## src/rtl/pwm_gen.sv

```systemverilog
// pwm_gen: shadow-registered PWM generator with a two-state IDLE/RUN FSM.
//
// Period and pulse are sampled into shadow registers only at a load point:
// the IDLE->RUN transition or a period wrap. This means a new setting never
// truncates or distorts the period that is already running. Dropping en
// lets the current period finish and then returns the block to IDLE.
//
// Ports
//   sys_clk     : system clock; all state changes happen on its rising edge
//   sys_rst     : asynchronous, active-high reset
//   en          : run request (1 = generate PWM, 0 = stop at end of period)
//   period      : PWM period in sys_clk cycles; values below 2 are refused
//   pulse       : high time per period in sys_clk cycles (compare value)
//   pwm_out     : registered PWM waveform, one cycle behind cnt
//   cycle_done  : combinational strobe during the last count of each period
//   busy        : high while the FSM is in RUN
module pwm_gen #(
   parameter int CNT_W = 26
) (
   input  logic             sys_clk,
   input  logic             sys_rst,
   input  logic             en,
   input  logic [CNT_W-1:0] period,
   input  logic [CNT_W-1:0] pulse,
   output logic             pwm_out,
   output logic             cycle_done,
   output logic             busy
);

   typedef enum logic {
      IDLE = 1'b0,
      RUN  = 1'b1
   } state_t;

   localparam logic [CNT_W-1:0] ONE = CNT_W'(1);
   localparam logic [CNT_W-1:0] TWO = CNT_W'(2);

   state_t           state;
   state_t           state_next;
   logic [CNT_W-1:0] cnt;
   logic [CNT_W-1:0] cnt_next;
   logic [CNT_W-1:0] period_sh;
   logic [CNT_W-1:0] period_sh_next;
   logic [CNT_W-1:0] pulse_sh;
   logic [CNT_W-1:0] pulse_sh_next;
   logic             pwm_next;
   logic             period_ok;
   logic             last_cnt;

   // A period of 0 or 1 cannot be counted (period_sh - 1 would underflow
   // or leave no room for a wrap), so such values are never loaded.
   assign period_ok = (period >= TWO);

   // period_sh is always >= 2 while in RUN, so the subtraction is safe there.
   // In IDLE the result is ignored.
   assign last_cnt  = (cnt == (period_sh - ONE));

   assign busy       = (state == RUN);
   assign cycle_done = (state == RUN) && last_cnt;

   always_comb begin
      state_next     = state;
      cnt_next       = cnt;
      period_sh_next = period_sh;
      pulse_sh_next  = pulse_sh;
      pwm_next       = 1'b0;

      case (state)
         IDLE: begin
            cnt_next = '0;
            if (en && period_ok) begin
               state_next     = RUN;
               period_sh_next = period;
               pulse_sh_next  = pulse;
            end
         end

         RUN: begin
            // Unsigned compare saturates naturally: pulse_sh = 0 gives a
            // constant low, pulse_sh >= period_sh gives a constant high.
            pwm_next = (cnt < pulse_sh);
            if (last_cnt) begin
               cnt_next = '0;
               if (!en || !period_ok) begin
                  state_next = IDLE;
                  // Leaving RUN: suppress the last compare result so the
                  // first IDLE cycle is already low (no trailing high cycle
                  // when pulse_sh >= period_sh).
                  pwm_next   = 1'b0;
               end else begin
                  period_sh_next = period;
                  pulse_sh_next  = pulse;
               end
            end else begin
               cnt_next = cnt + ONE;
            end
         end

         default: begin
            state_next = IDLE;
            cnt_next   = '0;
         end
      endcase
   end

   always_ff @(posedge sys_clk or posedge sys_rst) begin
      if (sys_rst) begin
         state     <= IDLE;
         cnt       <= '0;
         period_sh <= '0;
         pulse_sh  <= '0;
         pwm_out   <= 1'b0;
      end else begin
         state     <= state_next;
         cnt       <= cnt_next;
         period_sh <= period_sh_next;
         pulse_sh  <= pulse_sh_next;
         pwm_out   <= pwm_next;
      end
   end

endmodule

```

## config.mk

```make
export PLATFORM = sky130hd
export DESIGN_NAME = pwm_gen
export DESIGN_NICKNAME = d
export VERILOG_FILES = /design/src/rtl/pwm_gen.sv
export SDC_FILE = /design/constraint.sdc
export NUM_CORES = 1
export LEC_CHECK = 0
export BUFFER_PORTS_ARGS = -buffer_cell sky130_fd_sc_hd__clkbuf_2
export CORE_UTILIZATION = 54
export DETAILED_ROUTE_END_ITERATION = 7
export PLACE_DENSITY = 0.77
export SLEW_MARGIN = 25
export SYNTH_ARGS = -nofsm -noshare
export SYNTH_HDL_FRONTEND = slang
export SYNTH_SLANG_ARGS = --single-unit
export TNS_END_PERCENT = 5
```

## constraint.sdc

```tcl
create_clock -name sys_clk -period 3.7 [get_ports sys_clk]
set_clock_uncertainty 0.15 [all_clocks]
set_input_delay 0.74 -clock sys_clk [delete_from_list [all_inputs] [get_ports sys_clk]]
set_output_delay 0.74 -clock sys_clk [all_outputs]
set_load 0.03 [all_outputs]
```

* Yosys cells after proc, flatten, opt, wreduce, memory -nomap -nowiden
Cells that the tools add are included.
** Word-level totals
- Register bits after elaboration :: 80
- Bits of input ports :: 55
- Word-level logic and storage cells :: 37
- Output and inout port bits :: 3
** Cells by class
- Muxes and demuxes :: 17
- Bitwise gates (word level) :: 1
- Reduce and logical (&&, ||, !) cells :: 6
- $add $sub $neg :: 2
- Equality and inequality tests :: 4
- $lt $le $gt $ge :: 2
** Operators by type and width (number)
- $mux 26 :: 7
- $pmux 26 s2 :: 3
- $add 26x1->26 const B :: 1
- $eq 26x26->1 :: 1
- $ge 26x2->1 const B :: 1
- $lt 26x26->1 :: 1
- $sub 26x1->26 const B :: 1
- $mux 1 :: 6
- $ne 2x2->1 const B :: 2
- $reduce_and 3->1 :: 1
- $logic_and 1x1->1 :: 2
- $logic_not 1->1 :: 2
- $ne 2x1->1 const B :: 1
- $pmux 1 s2 :: 1
- $logic_or 1x1->1 :: 1
- $not 1->1 :: 1

* Logic depth before layout (Yosys ltp)
- Depth after elaboration :: 6
- Mapped depth :: 13
- Mapped depth without buffers :: 9

* Worst setup path after synthesis
OpenSTA, ideal clock, no wires.
- Path kind :: flip-flop to output port
- Start :: register period_sh[0]
- End :: output port cycle_done
- Data required time :: 2810 ps
- Path buffers :: 1
- Cell stages (with the launch flop) :: 10
- Arrival :: 2799 ps
- Setup slack :: 11 ps
- Cells stage by stage :: dfrtp_1 -> clkbuf_1 -> inv_1 -> ha_1 -> nor4b_1 -> nand3_1 -> nor3_1 -> nand4b_1 -> a22o_1 -> nor3_1
** On the way
- Word-level cells in the longest chain between the ends :: 3
** Ends and longest elaborated chain
- start, declared :: RTL line 42 : logic [CNT_W-1:0] period_sh;
- start signal, assigned :: RTL line 116 : period_sh <= period_sh_next;
- $sub 26x1->26 :: RTL line 56 : assign last_cnt = (cnt == (period_sh - ONE));
- $eq 26x26->1 :: RTL line 56
- $logic_and 1x1->1 :: RTL line 59 : assign cycle_done = (state == RUN) && last_cnt;
- end, declared :: RTL line 26 : output logic cycle_done,
Every way passes these cells.

* Worst setup path in the final report
- Start :: register period_sh[4]
- End :: output port cycle_done
Same word-level chain as after synthesis.

==> summary.txt <==
Avg Synthesized Cell Area - 9.41 um2
R2R cell count - 11
PnR worst setup slack - -0.0626 ns
layout overhead on the synthesized area - 16.7%
total iterations of the first detailed-routing run - 5
Synthesis Warnings - 0
Main synth FF type - dfrtp_1
Max Cap Viol - 0
Power per Cell Area - 337 nW/um2
antenna violations before repair - 0
IO Count - 58
Vias/cell - 6.04
root buf cell - clkbuf_8
Slew HR - 56.7%
failing checks - setup timing
fin crit share - 102%
WL final - 15000 um
largest net degree at the start of global routing - 64
Die Wd - 106 um
clock transition at the registers of the reported paths - 0.09 ns
RSZ-0062 raised after global routing - true
Seq/Total Area, Yosys - 34.4%
clock tree from TritonCTS - built
Starting Density - 56.1%
first-pass GRT wire length - 24700 um
Most Crowded Layer GR - met2
VDD IR max - 305 uV
core region area - 10400 um2
Crit Path Class - register to primary output
Post-synth EDFFs - 0
Mapped Area - 5810 um2
final hold violation count - 0
Hold Crit Class - input pin to asynchronous set/reset pin
Post-synth ARST share - 100%
R2R Setup Slk - 0.07 ns
met2 usage - 45.4%
initial drt markers - 278
Clk Latency, worst-skew pair - 0.38 ns
crit path from - period_sh[4]
worst reg2reg path endpoint - pulse_sh[2]
post-DP HPWL - 10900 um
I/O Buffers - 57
Setup WS pre-CTS - -0.0661 ns
Static Leakage - 3.16 nW
GP Congestion - 0.888
status - complete, but fails checks
total gr overflow - 0
DRC violations left - 0
GR Util met3 - 6.18%
met1 Use GR - 36.6%
# setup viols final - 1
layout cells sized above 1 - 28.3%
Slew Viols, Final - 0
nets@finish - 759
global-route usage over all layers - 28.2%
Worst-Margin Slew - 0.645 ns
vias in the first global route - 4928
H-Tree Depth - 3
drt wl/cell - 18.3 um
Crit. End Element - primary output
TritonCTS Sinks - 80
min cycle time layout - 3.76 ns
fmax - 266 MHz
vias - 4932
smallest hold slack - 0.256 ns
Inserted Clock Buffers - 9
Site Rows - 37
Net Count, Synth - 700
Die Y - 106 um
Final ANT Viol Nets - 0
worst r2r src - period_sh[0]
Startpoint Class - register
# diodes - 0
Syn Inst Count - 618
distinct cell type count after synthesis - 64
flops & latches, synth - 80
Die ar. - 11200 um2
crit path max fanout - 6
Critical Path RT - 2.81 ns
critical path capture point - cycle_done
crit path DAT - 2.87 ns
CTS Buffer Depth - 2
==> worst max-delay path, stage by stage (launching register included) <==
cell      delay, ns
dfrtp_2        0.44
buf_4          0.17
nor4_4         0.37
nand3b_4       0.20
buf_6          0.19
o311a_1        0.33
o41ai_2        0.35
a22o_1         0.22
nor3_2         0.07
clkbuf_8       0.16
==> routing by layer <==
metal	vias to the layer above	wire, um
met1	2412	6440
li1	2304	-
met5	-	0
met3	39	985
met4	0	418
met2	177	7130
==> synthesized netlist by cell type (2+ instances only) <==
cell type   n  area (um2)
nand3b_1    2        15.0
o31a_1      6        52.6
nor4_1     14        87.6
o21a_1      3        22.5
a2111oi_0   2        17.5
a211oi_1    4        30.0
a21oi_1     4        20.0
nor3_2      2        20.0
or2_2       2        12.5
and4_1      2        17.5
nand2b_1    4        25.0
o311ai_0    2        17.5
and3_1      8        50.1
nand2_1    66         248
nand4b_1    2        17.5
inv_1      86         323
xnor2_1    36         315
o32ai_2    48         781
o32ai_1     4        35.0
a21o_1     10        75.1
or3_1       5        31.3
nor4b_1     4        35.0
or4_1       2        15.0
buf_6      11         124
nor3b_1     2        15.0
nor3_1     16        80.1
buf_2       6        30.0
xor2_1     19         166
nor4_4      2        42.5
nand3_1    15        75.1
o21bai_1    2        15.0
ha_1       27         338
o2111ai_1   2        17.5
nor2b_1     5        31.3
clkbuf_1   17        63.8
nand4_1    12        75.1
nor2_1     49         184
o21ai_0    10        50.1
dfrtp_1    80        2000
==> cells in the final DEF, fill, tap and decap left out, types with 5 or more instances in the layout <==
cell type,n
nor4_1,8
nand4_1,12
ha_1,26
nor4_4,6
dfrtp_2,6
clkbuf_2,56
buf_4,20
o32ai_2,48
nand3_1,15
xnor2_1,33
nor3_1,11
dfrtp_1,74
xor2_1,19
or3_1,5
nor2_1,48
nand2_1,66
a21o_1,10
nor2b_1,5
o21ai_0,10
inv_1,83
and3_1,8
clkbuf_8,10
o31a_1,5
==> flip-flops by register name (all words and copies together), names as in the netlist <==
name	cells
cnt	26
pulse_sh	26
busy	1
pwm_out	1
period_sh	26
==> through the flow <==
stage	TNS, ns	instance area (um2)	util (%)	power [mW]	cells
2_1_floorplan	0	5810	-	1.37	618
3_3_place_gp	0	6290	60.6	1.51	799
3_5_place_dp	-0.0661	6290	60.7	1.53	799
4_1_cts	-0.167	6590	63.5	2.25	816
5_1_grt	-0.226	6780	65.4	2.40	817
6_report	-0.0626	6780	65.4	2.28	817
==> power breakdown <==
| part | switching [mW] | leakage [nW] | total (mW) | internal, mW |
|---|---|---|---|---|
| clock | 0.338 | 0.106 | 0.716 | 0.378 |
| sequential | 0.104 | 1.03 | 1.04 | 0.933 |
| combinational | 0.283 | 2.02 | 0.531 | 0.248 |
| total | 0.725 | 3.16 | 2.28 | 1.56 |
==> kinds of logic (layout without fill, tap and decap cells) <==
family / after synthesis / count (layout) / share of synthesized area (%)
AND/OR/NAND/NOR: 222 / 222 / 20.0
buffers and inverters: 122 / 185 / 9.49
AO/OA/AOI/OAI: 112 / 112 / 22.0
flip-flops: 80 / 80 / 34.4
XOR/XNOR: 55 / 55 / 8.29
adder cells (fa/ha/maj): 27 / 27 / 5.81
==> timing repair <==
item / 4_1_cts / 5_1_grt
buffers inserted: 2 / 1
gates resized for setup: 14 / 37
hold buffers: 0 / 0
pin swaps: 8 / 12
endpoints found under the setup margin: 1 / 21
==> area by class of cell <==
class	instances	area, um2
fill	856	3590
inverter	86	328
sequential	80	2010
clock buffer	10	128
tap	136	170
timing repair buffer	84	558
multi-input combinational	416	3510
clock inverter	5	82.6
==> worst min-delay path by stage <==
stage,startpoint,endpoint,slack [ns],depth (start not counted)
3_5_place_dp,cnt[0],cnt[0],0.36,1
6_report,sys_rst,pulse_sh[21],0.26,2
3_3_place_gp,cnt[0],cnt[0],0.36,1
5_1_grt,sys_rst,pulse_sh[21],0.30,2
2_1_floorplan,cnt[0],cnt[0],0.33,1
4_1_cts,sys_rst,pulse_sh[21],0.28,2
Note: power is estimated with default switching activity, not from simulation.
